--- config.mk ---
export PLATFORM = sky130hd
export DESIGN_NAME = conv1d_scheduler
export DESIGN_NICKNAME = d
export VERILOG_FILES = /design/src/rtl/conv1d_pkg.sv /design/src/rtl/conv1d_rsp_slot.sv /design/src/rtl/conv1d_scheduler.sv
export SDC_FILE = /design/constraint.sdc
export NUM_CORES = 1
export LEC_CHECK = 0
export ABC_CLOCK_PERIOD_IN_PS = 4500
export CORE_MARGIN = 2
export CORE_UTILIZATION = 33
export CTS_CLUSTER_SIZE = 14
export DETAILED_ROUTE_END_ITERATION = 6
export PLACE_DENSITY = 0.68
export SLEW_MARGIN = 10
export SYNTH_ARGS = -nofsm -noshare
export SYNTH_HDL_FRONTEND = slang
export SYNTH_SLANG_ARGS = --single-unit
--- constraint.sdc ---
create_clock -name clk -period 4.5 [get_ports clk]
set_input_delay 0.675 -clock clk [delete_from_list [all_inputs] [get_ports clk]]
set_output_delay 0.675 -clock clk [all_outputs]
set_load 0.01 [all_outputs]
--- src/rtl/conv1d_pkg.sv ---
// Shared constants, command codes, response codes and FSM state type for the
// 1-D convolution scheduler.
package conv1d_pkg;

    localparam int KERNEL_LENGTH = 8;
    localparam int MAX_LEN       = 1024;
    localparam int MAX_CH        = 128;
    localparam int LANES         = 4;
    localparam int PADDING       = 4;

    // Padded input row index width: out_idx + tap reaches MAX_LEN + 2*PADDING - 2
    localparam int ROW_W = $clog2(MAX_LEN + 2 * PADDING);

    localparam logic [6:0] CMD_START  = 7'd4;
    localparam logic [6:0] CMD_STATUS = 7'd9;
    localparam logic [6:0] CMD_ABORT  = 7'd10;

    localparam logic [31:0] RSP_OK       = 32'h0000_0000;
    localparam logic [31:0] ERR_BAD_ARGS = 32'hFFFF_FFFE;
    localparam logic [31:0] ERR_BUSY     = 32'hFFFF_FFFF;

    typedef enum logic [2:0] {
        ST_IDLE,
        ST_CLEAR,
        ST_RUN,
        ST_DRAIN,
        ST_WRITE,
        ST_DONE
    } state_t;

endpackage

--- src/rtl/conv1d_rsp_slot.sv ---
// Single-entry response register with a valid/ready handshake. A new word is
// only loaded while the slot is empty, so the word is stable until taken.
module conv1d_rsp_slot (
    input  logic        clk,
    input  logic        reset,
    input  logic        load,
    input  logic [31:0] load_data,
    input  logic        rsp_ready,
    output logic        rsp_valid,
    output logic [31:0] rsp_data
);

    // Capture a response on load, release it once the consumer takes it
    always_ff @(posedge clk) begin
        if (reset) begin
            rsp_valid <= 1'b0;
            rsp_data  <= 32'h0;
        end else if (load) begin
            rsp_valid <= 1'b1;
            rsp_data  <= load_data;
        end else if (rsp_valid && rsp_ready) begin
            rsp_valid <= 1'b0;
        end
    end

endmodule

--- src/rtl/conv1d_scheduler.sv ---
// Command-driven scheduler that walks output positions, kernel taps and
// channel groups of a 1-D convolution and strobes the MAC datapath.
module conv1d_scheduler
    import conv1d_pkg::*;
#(
    parameter int PIPE_LAT = 2
) (
    input  logic             clk,
    input  logic             reset,
    input  logic             cmd_valid,
    output logic             cmd_ready,
    input  logic [6:0]       funct7,
    input  logic [31:0]      inp0,
    input  logic [31:0]      inp1,
    output logic             rsp_valid,
    input  logic             rsp_ready,
    output logic [31:0]      rsp_data,
    output logic             mac_clear,
    output logic             mac_en,
    output logic [ROW_W-1:0] in_row,
    output logic [2:0]       ker_tap,
    output logic [4:0]       ch_word,
    output logic             out_wr_en,
    output logic [9:0]       out_idx,
    output logic             busy
);

    localparam int DRAIN_W = (PIPE_LAT > 1) ? $clog2(PIPE_LAT) : 1;
    localparam logic [DRAIN_W-1:0] DRAIN_LAST = DRAIN_W'(PIPE_LAT - 1);
    localparam logic [2:0] TAP_LAST = 3'(KERNEL_LENGTH - 1);

    state_t state_q, state_d;

    logic [9:0]         len_m1_q;
    logic [4:0]         w_m1_q;
    logic [2:0]         tap_q;
    logic [4:0]         ch_q;
    logic [DRAIN_W-1:0] drain_q;
    logic [9:0]         idx_q;
    logic               done_q;

    logic        accept;
    logic        is_start;
    logic        is_abort;
    logic        idle;
    logic        args_ok;
    logic        start_go;
    logic [31:0] rsp_next;

    assign cmd_ready = ~rsp_valid;
    assign accept    = cmd_valid & ~rsp_valid;
    assign is_start  = accept & (funct7 == CMD_START);
    assign is_abort  = accept & (funct7 == CMD_ABORT);
    assign idle      = (state_q == ST_IDLE);
    assign args_ok   = (inp0 != 32'd0) && (inp0 <= 32'(MAX_LEN)) &&
                       (inp1 >= 32'(LANES)) && (inp1 <= 32'(MAX_CH)) &&
                       (inp1[1:0] == 2'b00);
    assign start_go  = is_start & idle & args_ok;

    // Build the response word for whichever command is being accepted
    always_comb begin
        rsp_next = RSP_OK;
        case (funct7)
            CMD_START: begin
                if (!idle)
                    rsp_next = ERR_BUSY;
                else if (!args_ok)
                    rsp_next = ERR_BAD_ARGS;
            end
            CMD_STATUS: rsp_next = {busy, done_q, 20'b0, idx_q};
            default:    rsp_next = RSP_OK;
        endcase
    end

    conv1d_rsp_slot u_rsp_slot (
        .clk       (clk),
        .reset     (reset),
        .load      (accept),
        .load_data (rsp_next),
        .rsp_ready (rsp_ready),
        .rsp_valid (rsp_valid),
        .rsp_data  (rsp_data)
    );

    // State register
    always_ff @(posedge clk) begin
        if (reset)
            state_q <= ST_IDLE;
        else
            state_q <= state_d;
    end

    // Next-state and datapath strobes; an accepted ABORT overrides everything
    always_comb begin
        state_d   = state_q;
        mac_clear = 1'b0;
        mac_en    = 1'b0;
        out_wr_en = 1'b0;
        busy      = 1'b0;
        case (state_q)
            ST_IDLE: begin
                if (start_go)
                    state_d = ST_CLEAR;
            end
            ST_CLEAR: begin
                mac_clear = 1'b1;
                busy      = 1'b1;
                state_d   = ST_RUN;
            end
            ST_RUN: begin
                mac_en = 1'b1;
                busy   = 1'b1;
                if (tap_q == TAP_LAST && ch_q == w_m1_q)
                    state_d = ST_DRAIN;
            end
            ST_DRAIN: begin
                busy = 1'b1;
                if (drain_q == DRAIN_LAST)
                    state_d = ST_WRITE;
            end
            ST_WRITE: begin
                busy      = 1'b1;
                out_wr_en = ~is_abort;
                state_d   = (idx_q == len_m1_q) ? ST_DONE : ST_CLEAR;
            end
            ST_DONE: state_d = ST_IDLE;
            default: state_d = ST_IDLE;
        endcase
        if (is_abort)
            state_d = ST_IDLE;
    end

    // Job parameters, loop counters and the sticky done flag
    always_ff @(posedge clk) begin
        if (reset) begin
            len_m1_q <= 10'd0;
            w_m1_q   <= 5'd0;
            tap_q    <= 3'd0;
            ch_q     <= 5'd0;
            drain_q  <= '0;
            idx_q    <= 10'd0;
            done_q   <= 1'b0;
        end else if (is_abort) begin
            done_q <= 1'b0;
        end else begin
            if (start_go) begin
                len_m1_q <= 10'(inp0 - 32'd1);
                w_m1_q   <= 5'(inp1[7:2] - 6'd1);
                idx_q    <= 10'd0;
                done_q   <= 1'b0;
            end
            case (state_q)
                ST_CLEAR: begin
                    tap_q   <= 3'd0;
                    ch_q    <= 5'd0;
                    drain_q <= '0;
                end
                ST_RUN: begin
                    drain_q <= '0;
                    if (ch_q == w_m1_q) begin
                        ch_q  <= 5'd0;
                        tap_q <= tap_q + 3'd1;
                    end else begin
                        ch_q <= ch_q + 5'd1;
                    end
                end
                ST_DRAIN: drain_q <= drain_q + 1'b1;
                ST_WRITE: begin
                    if (idx_q != len_m1_q)
                        idx_q <= idx_q + 10'd1;
                end
                ST_DONE: done_q <= 1'b1;
                default: ;
            endcase
        end
    end

    // Address outputs follow the counters directly
    always_comb begin
        in_row  = ROW_W'(idx_q) + ROW_W'(tap_q);
        ker_tap = tap_q;
        ch_word = ch_q;
        out_idx = idx_q;
    end

endmodule
==> impl_metrics.toml <==
[setup_path]
path_cells = "ha_1, inv_1, fa_1, nor2b_1, nor2_1, nor2_1, nand4_1, xnor2_1, clkdlybuf4s50_1"
cpMostUsedCell = "nor2_1"
cp_top_family = "adder cells"
max_stage_delay_ns = 0.55
critPathKind = "reg2out"
r2r_cells = 5
crit_slowest_cell = "dfxtp_1"
reg2reg_slack_ns = 2.02
crit_arrival_ns = 2.80
required_ns = 3.83
cp_max_fo = 8
start_kind = "register"
critPathBufInv = 2
end_kind = "output pin"
cp.depth = 9

[route]
first_iter_violations = 142
viasPerCell = 5.31
wl_mm = 9.79
drt_pass1_iterations = 4
drc = 0
ant_nets = 0
vias = 3519
routedWlPerCell_um = 14.8

[cts]
clock-sinks = 52
htreeDepth = 2
clk_latency_ns = 0.31
cts_tree = "built"
clockRootBuffer = "clkbuf_8"
cts_resized = 0
clock_path_buffers = 2
ctsHoldBuffers = 0
clk_pin_slew_ns = 0.09
post_cts_buffers = 0
cts_made_buffers = 5

[final_layout]
layout_common_cells = "clkdlybuf4s50_1, dfxtp_1, nand2_1, xnor2_1, a31oi_1"
final_common_cell = "clkdlybuf4s50_1"
layout-drive-gt1-share_pct = 7.02
antenna_cells = 0
final_util_pct = 48.5
nNetsFinal = 615
syn_to_final_growth_pct = 43.3
fin_area_um2 = 4980

[timing]
drv_slew = 0
setup_viol = 0
finalClockSkew_ns = 0.00969
slew_headroom_pct = 40.1
final-hold-violation-count = 0
rsz0062_at_grt = "false"
finalSetupTns_ns = 0
tightest_slew_ns = 0.896
post-route-min-period_ns = 3.47
fmax_mhz = 288
period_share_pct = 77.2

[global_routing]
grt_max_degree = 29
grt_pass1_wl_mm = 16.3
antenna_found_initial = 0
first_global_vias = 3395
overflow = 0
grt_usage_pct = 17.4

[pwr]
total_leakage_power_nw = 1.64
power_density_nw_per_um2 = 199
total_power_mw = 0.992
peakVddDrop_v = 0.000190

[place]
port_buffers = 141
gp_congestion = 0.814
hpwl_mm = 7.80
placed_area_um2 = 4860

[yosys]
synth_cell_types = 58
synth_edf_count = 0
postSynthCellCount = 419
synth_area_per_cell_um2 = 8.30
netlist_area_um2 = 3480
ys_ff_latch = 52
ys_async_sr_fraction_pct = 0
synth_seq_area_share_pct = 29.9
yosysWarnings = 0
syn_nets = 507
synth_ff_type = "dfxtp_1"

[die]
fp.dieH_um = 107
initial_core_util_pct = 33.9
rows = 37
die_w_um = 107
coreArea_um2 = 10300
pin_count = 142
die-area_um2 = 11400

[status]
status = "complete, no violations"

[hold_path]
hold_path_depth = 2
hp-class = "reg2reg"

[flow_run]
cap_violations = 0
through the flow:
| stage | std cells | setup WS [ns] | hold slack [ns] |
|---|---|---|---|
| 2_1_floorplan | 419 | 2.00 | 0.447 |
| 3_3_place_gp | 656 | 1.08 | 0.465 |
| 3_5_place_dp | 656 | 1.00 | 0.469 |
| 4_1_cts | 663 | 1.01 | 0.482 |
| 5_1_grt | 663 | 0.781 | 0.515 |
| 6_report | 663 | 1.03 | 0.484 |
power breakdown:
group	internal (mW)	leakage [nW]	switching, mW
sequential	0.468	0.421	0.00467
clock	0.219	0.0642	0.151
combinational	0.0902	1.15	0.0591
final timing paths:
check                          start                                   to
min              done_q$_SDFFE_PP0P_                  done_q$_SDFFE_PP0P_
max          out_idx[0]$_SDFFE_PP0N_                            in_row[8]
min reg2reg      done_q$_SDFFE_PP0P_                  done_q$_SDFFE_PP0P_
max reg2reg  state_q[1]$_SDFFE_PP0P_  u_rsp_slot.rsp_data[5]$_SDFFE_PP0P_
final cells by class:
class	instances	area, um^2
fillers	971	5290
flip-flops and latches	52	1040
repair buffers	149	1470
clock buffers	5	68.8
multi-input cells	295	2080
inverters	24	90.1
well taps	136	170
clock inverters	2	60.1
cell usage after synthesis, drive strengths merged, types with 10 or more instances:
cell | number | share of area [%]
a211oi | 14 | 3.0
a31oi | 28 | 5.0
nor3 | 10 | 1.9
xnor2 | 32 | 8.1
nand2 | 33 | 3.6
dfxtp | 52 | 30
buf | 29 | 5.8
o21ai | 20 | 2.9
ha | 12 | 4.3
inv | 24 | 2.6
nor4 | 19 | 3.6
clkbuf | 19 | 2.0
nor2 | 17 | 2.0
logic make-up after synthesis:
family / after synthesis / share of synthesized area, %
AND/OR/NAND/NOR: 133 / 21.8
AO/OA/AOI/OAI: 113 / 23.9
adder cells (fa/ha/maj): 13 / 4.89
XOR/XNOR: 34 / 8.56
flip-flops: 52 / 29.9
buffers and inverters: 72 / 10.4
multiplexers: 2 / 0.611
worst min-delay path: stages, from the launching register on:
cell,delay [ns]
dfxtp_1,0.32
nand2_1,0.05
o22ai_1,0.06
flip-flops by register name, indices dropped and copies added (netlist names):
register,cells
u_rsp_slot.rsp_data,13
out_idx,10
u_rsp_slot.rsp_valid,1
w_m1_q,5
done_q,1
ch_word,5
state_q,3
ker_tap,3
len_m1_q,10
drain_q,1
layer usage:
layer | global-route usage [%] | vias up | part of all wire (%)
met5 | 0 | - | 0
met2 | 29.6 | 170 | 46
met1 | 23.3 | 1602 | 45
li1 | - | 1741 | -
met4 | 3.06 | 0 | 0.74
met3 | 2.98 | 6 | 7.8
(Power assumes the default switching activity.)
